File: config.mk
export PLATFORM = sky130hd
export DESIGN_NAME = ddr_train_monitor
export DESIGN_NICKNAME = d
export VERILOG_FILES = /design/src/rtl/ddr_train_mon_pkg.sv /design/src/rtl/train_mon_fifo.sv /design/src/rtl/ddr_train_monitor.sv
export SDC_FILE = /design/constraint.sdc
export NUM_CORES = 1
export LEC_CHECK = 0
export CAP_MARGIN = 25
export CORE_MARGIN = 8
export CORE_UTILIZATION = 30
export DETAILED_ROUTE_END_ITERATION = 8
export PLACE_DENSITY = 0.53
export SLEW_MARGIN = 20
export SYNTH_ARGS = -nofsm -noshare
export SYNTH_HDL_FRONTEND = slang
export SYNTH_SLANG_ARGS = --single-unit
File: constraint.sdc
create_clock -name clk -period 4.6 [get_ports clk]
set_input_delay 0.69 -clock clk [delete_from_list [all_inputs] [get_ports clk]]
set_output_delay 0.69 -clock clk [all_outputs]
set_load 0.05 [all_outputs]
File: src/rtl/ddr_train_mon_pkg.sv
// ddr_train_mon_pkg: shared encodings for the DDR training monitor
// (event types reported on the event stream, and the monitor FSM states).
package ddr_train_mon_pkg;

    localparam int EVT_TYPE_W = 2;

    // Event type carried on evt_type
    typedef enum logic [EVT_TYPE_W-1:0] {
        EVT_STAGE   = 2'd0,
        EVT_ERR     = 2'd1,
        EVT_TIMEOUT = 2'd2,
        EVT_START   = 2'd3
    } evt_type_e;

    // Monitor FSM states
    typedef enum logic [1:0] {
        ST_IDLE = 2'd0,
        ST_RUN  = 2'd1,
        ST_DONE = 2'd2,
        ST_FAIL = 2'd3
    } state_e;

endpackage

File: src/rtl/train_mon_fifo.sv
// train_mon_fifo: small event FIFO with flop-based storage. Pointers carry one
// extra wrap bit to tell full from empty. A push while full is dropped and
// recorded in a sticky overflow flag; a pop in the same cycle does not make
// room. The head word reads as zero whenever the FIFO is empty.
module train_mon_fifo #(
    parameter int WIDTH = 8,
    parameter int DEPTH = 8
) (
    input  logic             clk,
    input  logic             rst_n,
    input  logic             push,
    input  logic [WIDTH-1:0] push_data,
    input  logic             pop,
    output logic             full,
    output logic             empty,
    output logic [WIDTH-1:0] head_data,
    output logic             overflow
);

    localparam int AW = $clog2(DEPTH);

    logic [WIDTH-1:0] mem_reg [DEPTH];
    logic [AW:0]      wr_ptr_reg;
    logic [AW:0]      rd_ptr_reg;
    logic             overflow_reg;
    logic             do_push;
    logic             do_pop;

    assign empty   = (wr_ptr_reg == rd_ptr_reg);
    assign full    = (wr_ptr_reg[AW] != rd_ptr_reg[AW]) &&
                     (wr_ptr_reg[AW-1:0] == rd_ptr_reg[AW-1:0]);
    assign do_push = push && !full;
    assign do_pop  = pop && !empty;

    // Storage write; contents need no reset because empty masks the head
    always_ff @(posedge clk) begin
        if (do_push) begin
            mem_reg[wr_ptr_reg[AW-1:0]] <= push_data;
        end
    end

    // Pointer advance and sticky overflow capture
    always_ff @(posedge clk or negedge rst_n) begin
        if (!rst_n) begin
            wr_ptr_reg   <= '0;
            rd_ptr_reg   <= '0;
            overflow_reg <= 1'b0;
        end else begin
            if (do_push) begin
                wr_ptr_reg <= wr_ptr_reg + 1'b1;
            end
            if (do_pop) begin
                rd_ptr_reg <= rd_ptr_reg + 1'b1;
            end
            if (push && full) begin
                overflow_reg <= 1'b1;
            end
        end
    end

    assign head_data = empty ? '0 : mem_reg[rd_ptr_reg[AW-1:0]];
    assign overflow  = overflow_reg;

endmodule

File: src/rtl/ddr_train_monitor.sv
// ddr_train_monitor: times each sequential PHY training stage and reports
// START / STAGE / ERR / TIMEOUT events through a small FIFO, plus summary
// status (train_done, train_fail, fail_code).
// Build option: define DDR_TRAIN_MON_TIMEOUT_EN to enable the per-stage
// timeout of TIMEOUT_CYC cycles; without it a stage may wait forever.
module ddr_train_monitor
    import ddr_train_mon_pkg::*;
#(
    parameter int NUM_STAGES  = 5,
    parameter int ERR_W       = 8,
    parameter int CNT_W       = 24,
    parameter int FIFO_DEPTH  = 8,
    parameter int TIMEOUT_CYC = 4194304,
    localparam int STG_W      = (NUM_STAGES > 1) ? $clog2(NUM_STAGES) : 1
) (
    input  logic                  clk,
    input  logic                  rst_n,
    input  logic                  phy_rst_n,
    input  logic [NUM_STAGES-1:0] stage_done,
    input  logic [ERR_W-1:0]      error_status,
    output logic                  evt_valid,
    input  logic                  evt_ready,
    output logic [1:0]            evt_type,
    output logic [STG_W-1:0]      evt_stage,
    output logic [CNT_W-1:0]      evt_data,
    output logic [STG_W-1:0]      cur_stage,
    output logic                  train_done,
    output logic                  train_fail,
    output logic [ERR_W-1:0]      fail_code,
    output logic                  evt_overflow
);

    localparam int               EVT_W      = EVT_TYPE_W + STG_W + CNT_W;
    localparam logic [STG_W-1:0] LAST_STAGE = STG_W'(NUM_STAGES - 1);
    localparam logic [CNT_W-1:0] CNT_MAX    = '1;
    localparam logic [CNT_W-1:0] TMO_LAST   = CNT_W'(TIMEOUT_CYC - 1);
    localparam logic [CNT_W-1:0] TMO_DATA   = CNT_W'(TIMEOUT_CYC);

    state_e           state_reg;
    logic [CNT_W-1:0] cyc_cnt_reg;
    logic [STG_W-1:0] cur_stage_reg;
    logic             train_done_reg;
    logic             train_fail_reg;
    logic [ERR_W-1:0] fail_code_reg;

    logic [CNT_W-1:0]      cnt_inc;
    logic [NUM_STAGES-1:0] stage_sel;
    logic                  stage_hit;
    logic                  err_hit;
    logic                  tmo_hit;

    logic             push_req;
    evt_type_e        push_type;
    logic [STG_W-1:0] push_stage;
    logic [CNT_W-1:0] push_data;

    logic             fifo_full;
    logic             fifo_empty;
    logic [EVT_W-1:0] fifo_head;

    // Saturating successor of the cycle counter (also the STAGE event data)
    assign cnt_inc = (cyc_cnt_reg == CNT_MAX) ? CNT_MAX : cyc_cnt_reg + 1'b1;

    // Only the done flag of the stage being timed counts
    genvar gi;
    generate
        for (gi = 0; gi < NUM_STAGES; gi++) begin : g_stage_sel
            assign stage_sel[gi] = stage_done[gi] && (cur_stage_reg == STG_W'(gi));
        end
    endgenerate

    assign stage_hit = |stage_sel;
    assign err_hit   = |error_status;

`ifdef DDR_TRAIN_MON_TIMEOUT_EN
    assign tmo_hit = (cyc_cnt_reg == TMO_LAST);
`else
    logic unused_tmo;
    assign unused_tmo = ^{TMO_LAST, TMO_DATA};
    assign tmo_hit    = 1'b0;
`endif

    // Event decode: what (if anything) enters the FIFO at the end of this cycle
    always_comb begin
        push_req   = 1'b0;
        push_type  = EVT_START;
        push_stage = '0;
        push_data  = '0;
        unique case (state_reg)
            ST_IDLE: begin
                if (phy_rst_n) begin
                    push_req = 1'b1;
                end
            end
            ST_RUN: begin
                if (phy_rst_n) begin
                    if (err_hit) begin
                        push_req   = 1'b1;
                        push_type  = EVT_ERR;
                        push_stage = cur_stage_reg;
                        push_data  = CNT_W'(error_status);
                    end else if (stage_hit) begin
                        push_req   = 1'b1;
                        push_type  = EVT_STAGE;
                        push_stage = cur_stage_reg;
                        push_data  = cnt_inc;
                    end else if (tmo_hit) begin
                        push_req   = 1'b1;
                        push_type  = EVT_TIMEOUT;
                        push_stage = cur_stage_reg;
                        push_data  = TMO_DATA;
                    end
                end
            end
            default: ;
        endcase
    end

    // Training FSM with stage timer and registered status outputs
    always_ff @(posedge clk or negedge rst_n) begin
        if (!rst_n) begin
            state_reg      <= ST_IDLE;
            cyc_cnt_reg    <= '0;
            cur_stage_reg  <= '0;
            train_done_reg <= 1'b0;
            train_fail_reg <= 1'b0;
            fail_code_reg  <= '0;
        end else begin
            unique case (state_reg)
                ST_IDLE: begin
                    if (phy_rst_n) begin
                        state_reg     <= ST_RUN;
                        cyc_cnt_reg   <= '0;
                        cur_stage_reg <= '0;
                    end
                end
                ST_RUN: begin
                    if (!phy_rst_n) begin
                        state_reg      <= ST_IDLE;
                        cyc_cnt_reg    <= '0;
                        cur_stage_reg  <= '0;
                        train_done_reg <= 1'b0;
                        train_fail_reg <= 1'b0;
                        fail_code_reg  <= '0;
                    end else if (err_hit) begin
                        state_reg      <= ST_FAIL;
                        train_fail_reg <= 1'b1;
                        fail_code_reg  <= error_status;
                    end else if (stage_hit) begin
                        cyc_cnt_reg <= '0;
                        if (cur_stage_reg == LAST_STAGE) begin
                            state_reg      <= ST_DONE;
                            train_done_reg <= 1'b1;
                        end else begin
                            cur_stage_reg <= cur_stage_reg + 1'b1;
                        end
                    end else if (tmo_hit) begin
                        state_reg      <= ST_FAIL;
                        train_fail_reg <= 1'b1;
                    end else begin
                        cyc_cnt_reg <= cnt_inc;
                    end
                end
                default: begin
                    // DONE and FAIL hold their status until the PHY is reset
                    if (!phy_rst_n) begin
                        state_reg      <= ST_IDLE;
                        cyc_cnt_reg    <= '0;
                        cur_stage_reg  <= '0;
                        train_done_reg <= 1'b0;
                        train_fail_reg <= 1'b0;
                        fail_code_reg  <= '0;
                    end
                end
            endcase
        end
    end

    train_mon_fifo #(
        .WIDTH (EVT_W),
        .DEPTH (FIFO_DEPTH)
    ) u_fifo (
        .clk       (clk),
        .rst_n     (rst_n),
        .push      (push_req),
        .push_data ({push_type, push_stage, push_data}),
        .pop       (evt_ready),
        .full      (fifo_full),
        .empty     (fifo_empty),
        .head_data (fifo_head),
        .overflow  (evt_overflow)
    );

    assign evt_valid  = !fifo_empty;
    assign evt_type   = fifo_head[EVT_W-1 -: EVT_TYPE_W];
    assign evt_stage  = fifo_head[CNT_W +: STG_W];
    assign evt_data   = fifo_head[CNT_W-1:0];
    assign cur_stage  = cur_stage_reg;
    assign train_done = train_done_reg;
    assign train_fail = train_fail_reg;
    assign fail_code  = fail_code_reg;

endmodule

# Word-level counts from Yosys, hierarchy flattened
# Memories as Yosys holds them, arrays and structs flattened.
# Cells that the tools add are included.
# word_totals
reg_bits	48
ramBits	232
in_bits	17
output_inout_bits	44
elab_cells	110
mem_count	1
# mem_list
memory	words	word_bits	read_ports	rd_clocked_by_memory_dff	write_ports	line_no	rtl
u_fifo.mem_reg	8	29	1	0	1	train_mon_fifo.sv:22	logic [WIDTH-1:0] mem_reg [DEPTH];
# classes
add_sub_neg	4
eq_ne	21
mux	54
bitwise	1
n_reduce_logical	20
# op_table
cell	n
$mux W24	10
$pmux W24 S2	1
$mux W3	10
$mux W29	1
$add A24 B1 Y24 const B	1
$eq A24 B24 Y1 const B	1
$mux W8	3
$mux W2	10
$pmux W8 S2	1
$mux W1	13
$reduce_and A5 Y1	2
$logic_and A1 B1 Y1	9
$ne A3 B3 Y1 const B	3
$add A4 B1 Y4 const B	2
$ne A2 B1 Y1 const B	4
$ne A4 B4 Y1 const B	2
$reduce_or A8 Y1	1
$eq A3 B2 Y1 const B	2
$pmux W1 S2	3
$pmux W3 S2	1
$reduce_and A3 Y1	2
$reduce_or A5 Y1	1
$eq A4 B4 Y1	1
$ne A2 B2 Y1 const B	2
other kinds (13)	14

# Longest topological paths before layout
# depth
depth_word	10
mapped_depth	9
mapped_depth_nobuf	7

# By module
# From an unflattened synthesis, not the netlist that was laid out.
# hier_totals
cells_unflattened	863
area_unflattened_um2	12424.4
# modules_own_cells
mod	n_inst	cells_each	area_per_inst_um2	seq_area_each_um2
train_mon_fifo	1	531	9685.5	7191.9
ddr_train_monitor	1	332	2738.9	975.9

# Worst setup path after synthesis
# No wires, ideal clock.
# synth_timing
path_type	reg2reg
start	register cur_stage_reg[0], in the netlist cur_stage[0]
end	memory u_fifo.mem_reg[0][0] (netlist name) (enable)
setup_time_ns	0.451
arrival_time_ns	3.769
path_slack_ns	0.379
stages_incl_launch_ff	8
period_less_slack_ns	4.221
cell_sequence	dfrtp_1 > inv_1 > ha_1 > a22oi_1 > o221ai_2 > o211a_2 > nand2b_1 > nor3_1
# synth_between
elab_chain_len	10
# synth_lines
element	line_no	rtl
from (decl)	ddr_train_monitor.sv:41	logic [STG_W-1:0] cur_stage_reg;
from (signal assigned)	ddr_train_monitor.sv:155	cur_stage_reg <= cur_stage_reg + 1'b1;
$eq A3 B1 Y1 (tied with other cells)	ddr_train_monitor.sv:68	assign stage_sel[gi] = stage_done[gi] && (cur_stage_reg == STG_W'(gi));
$logic_and A1 B1 Y1	ddr_train_monitor.sv:68	
$reduce_or A5 Y1 (*)	ddr_train_monitor.sv:72	assign stage_hit = |stage_sel;
$mux W1 (*)	ddr_train_monitor.sv:102	end else if (stage_hit) begin
$mux W1 (*)	ddr_train_monitor.sv:97	if (err_hit) begin
$mux W1 (*)	ddr_train_monitor.sv:96	if (phy_rst_n) begin
$pmux W1 S2 (*)	ddr_train_monitor.sv:89	unique case (state_reg)
$logic_and A1 B1 Y1 (*)	train_mon_fifo.sv:32	assign do_push = push && !full;
$mux W1 (*)	train_mon_fifo.sv:37	if (do_push) begin
$mux W1 (implied by the code) (*)	train_mon_fifo.sv:38	mem_reg[wr_ptr_reg[AW-1:0]] <= push_data;
to (decl)	train_mon_fifo.sv:22	
# Every way passes the cells marked *; elsewhere a longest branch is shown, timed or not.

# Final worst setup path
# layout_timing
start	register u_fifo.rd_ptr_reg[0]
end	output port evt_data[0]
# layout_between
elab_chain_len	2
# layout_lines
element	line_no	rtl
from (decl)	train_mon_fifo.sv:24	logic [AW:0] rd_ptr_reg;
from (signal assigned)	train_mon_fifo.sv:53	rd_ptr_reg <= rd_ptr_reg + 1'b1;
$mem_v2 Z8 W29 or $eq A4 B4 Y1 (tied branches)	--	
$mux W29 (*)	train_mon_fifo.sv:61	assign head_data = empty ? '0 : mem_reg[rd_ptr_reg[AW-1:0]];
to (decl)	ddr_train_monitor.sv:25	output logic [CNT_W-1:0] evt_data,
# Marks and branches as above.

==> metrics.cfg <==
[power_and_ir_drop]
power.share.sequential=0.364
leakage_nw=5.12
clkPwrFrac=0.267
combPwrFrac=0.369
ir_worst_vdd_uv=450
p_per_area_mw_per_mm2=604
p_int_mw=5.60
switchingPower_mw=3.13
p_sw_frac=0.359

[setup_path]
cp_data_required_time_ps=3910
regToRegSetupSlack_ps=1470
startpoint_type=flip-flop
cp_max_fo=18
worstSetupPathType=reg -> out
r2r_start=u_fifo.rd_ptr_reg[0]
rr_worst_depth=7
cp-end-kind=output port
critPathArrivalTime_ps=3170
reg2reg_to=u_fifo.mem_reg[2][14]

[floorplan]
rows=73
die_w_microns=217
core-area_sq_mm=0.0398
start_util=0.305
die_area_sq_mm=0.0472
fp.dieH_microns=217
ios=61

[global_routing]
use_met1=0.164
grt.overflow.total=0
grt.total_usage=0.118
grt_max_degree=40
grt_pass1_wl_mm=43.9
grt.busiest_layer=met2
use_met3=0.0201
grt_pass1_vias=7060
antenna_found_initial=0
grt_use_met2=0.187

[routing]
wire_per_inst_microns=20.5
vias=6852
drc=0
drtAntennaViolNets=0
drt_pass1_iterations=5
routed_wl_mm=28.3
drt_iter0_markers=421
routed_via_density=4.98

[run_status]
status=finished clean

[synth]
synth.ff_latch_count=280
yosysMostFrequentCell=edfxtp_1
syn_inst=752
ys_types=64
netlist_area_sq_mm=0.0122
synth_edf_count=232
yosysWarnings=0
synth.avg_cell_area_sq_um=16.2
async_flop_share=0.171
netlist_top_cells_count=232 x edfxtp_1, 58 x mux4_2, 50 x nor2_1
ys.flop_type=edfxtp_1
yosysTopAreaCellShare=0.573
syn_nets=777
synth_top_cell_by_area=edfxtp_1
synth-seq-area-share=0.672
synth_area_leaders=edfxtp_1 57%, mux4_2 11%, dfrtp_1 9.9%

[clocking]
cts.sinks=280
htree_levels=1
cts-root-buf=clkbuf_16
post-cts-setup-buffer-count=0
clock_latency_ps=550
cts_tree=yes
clk_path_buf_depth=3
ctsResizeCount=0
cts_inserted_buffers=30
clk_pin_slew_ps=60
cts_hold_repair.buffers=0

[sta]
hold_violations=0
max_freq_ghz=0.259
period_needed_ps=3860
setup-tns-final_ps=0
hold_ws_ps=64.8
worstMarginPinSlew_ps=978
rsz0062_at_grt=no
skew_ps=10.8
slew-limit-headroom=0.343
finalMaxSlewViolations=0
period_share=0.839
setup_viol=0

[cells_and_area]
finish.utilization=0.363
area_delta_synth_final_pct=19.0
antenna_cells=0
largest_reg_flops=232
drive_above_1_share=0.210
nets=853

[job]
maxCapViolCount=0

[placement]
gp_congestion=0.779
io_buffers=60
dp_hpwl_mm=17.7

[min_path]
hold_class=in -> async

==> final cells by class <==
cell class,count,area [sq um]
sequential,280,8170
clock inverter,13,91.3
clock buffer,43,872
inverter,16,60.1
fill,3774,25400
multi-input combinational,408,3710
tap,525,657
timing repair buffer,92,893
==> per-stage QoR <==
stage / area (sq um) / setup WS, ps / total power, mW / std cells
2_1_floorplan: 12200 / 379 / 5.40 / 752
3_3_place_gp: 13500 / 979 / 6.55 / 1318
3_5_place_dp: 13500 / 817 / 6.55 / 1319
4_1_cts: 14400 / 592 / 8.89 / 1375
5_1_grt: 14500 / 480 / 9.14 / 1377
6_report: 14500 / 742 / 8.73 / 1377
==> logic make-up after synthesis <==
family,count (synthesis),share of synthesized area
flops,280,0.672
simple gates,161,0.0703
compound gates,126,0.0717
mux,90,0.134
buf+inv,64,0.0267
xor+xnor,23,0.0166
fa+ha+maj,8,0.00824
==> how the worst max path moves through the flow <==
stage,start,to,depth (start not counted)
floorplan,cur_stage[0],u_fifo.mem_reg[0][0],7
global placement,phy_rst_n,u_fifo.mem_reg[2][20],8
detailed placement,phy_rst_n,u_fifo.mem_reg[2][20],8
CTS,u_fifo.rd_ptr_reg[0],evt_data[21],6
global route,u_fifo.rd_ptr_reg[0],evt_data[21],6
finish,u_fifo.rd_ptr_reg[0],evt_data[0],6
==> critical path, stage by stage, from the launching register on <==
cell	delay, ps
dfrtp_4	660
buf_4	340
xor2_1	230
nor4_2	80
buf_4	200
nor2_1	230
clkdlybuf4s50_1	860
==> power by group through the flow <==
stage | combinational, mW | sequential [mW] | clock, mW
3_3_place_gp | 3.32 | 3.23 | 0
4_1_cts | 3.33 | 3.18 | 2.38
6_report | 3.22 | 3.18 | 2.33
5_1_grt | 3.45 | 3.20 | 2.49
3_5_place_dp | 3.32 | 3.23 | 0
2_1_floorplan | 2.24 | 3.16 | 0
==> cell usage in the layout (no fill, tap or decap), types with 6 or more instances in the layout <==
cell type | netlist | layout
dfrtp_1 | 48 | 45
a21oi_1 | 16 | 16
xnor2_1 | 12 | 12
a21oi_2 | 9 | 9
clkdlybuf4s50_1 | 0 | 59
nand4_1 | 6 | 6
o21ai_0 | 41 | 41
nand3_1 | 12 | 12
buf_4 | 8 | 26
clkbuf_1 | 16 | 8
inv_1 | 15 | 15
clkinv_2 | 0 | 8
mux2i_1 | 30 | 30
ha_1 | 8 | 8
and3_1 | 13 | 13
a22o_1 | 20 | 20
xor2_1 | 11 | 11
nor3_1 | 17 | 15
nand2_1 | 31 | 31
clkbuf_16 | 0 | 32
nor2_1 | 50 | 45
a21o_1 | 6 | 6
edfxtp_1 | 232 | 232
mux4_2 | 58 | 58
==> per-layer routing <==
| layer | wire length [microns] | vias to the layer above |
|---|---|---|
| met5 | 0 | - |
| met4 | 758 | 0 |
| met1 | 13000 | 3517 |
| met3 | 1410 | 37 |
| met2 | 13100 | 194 |
| li1 | - | 3104 |
(Power assumes the default switching activity.)
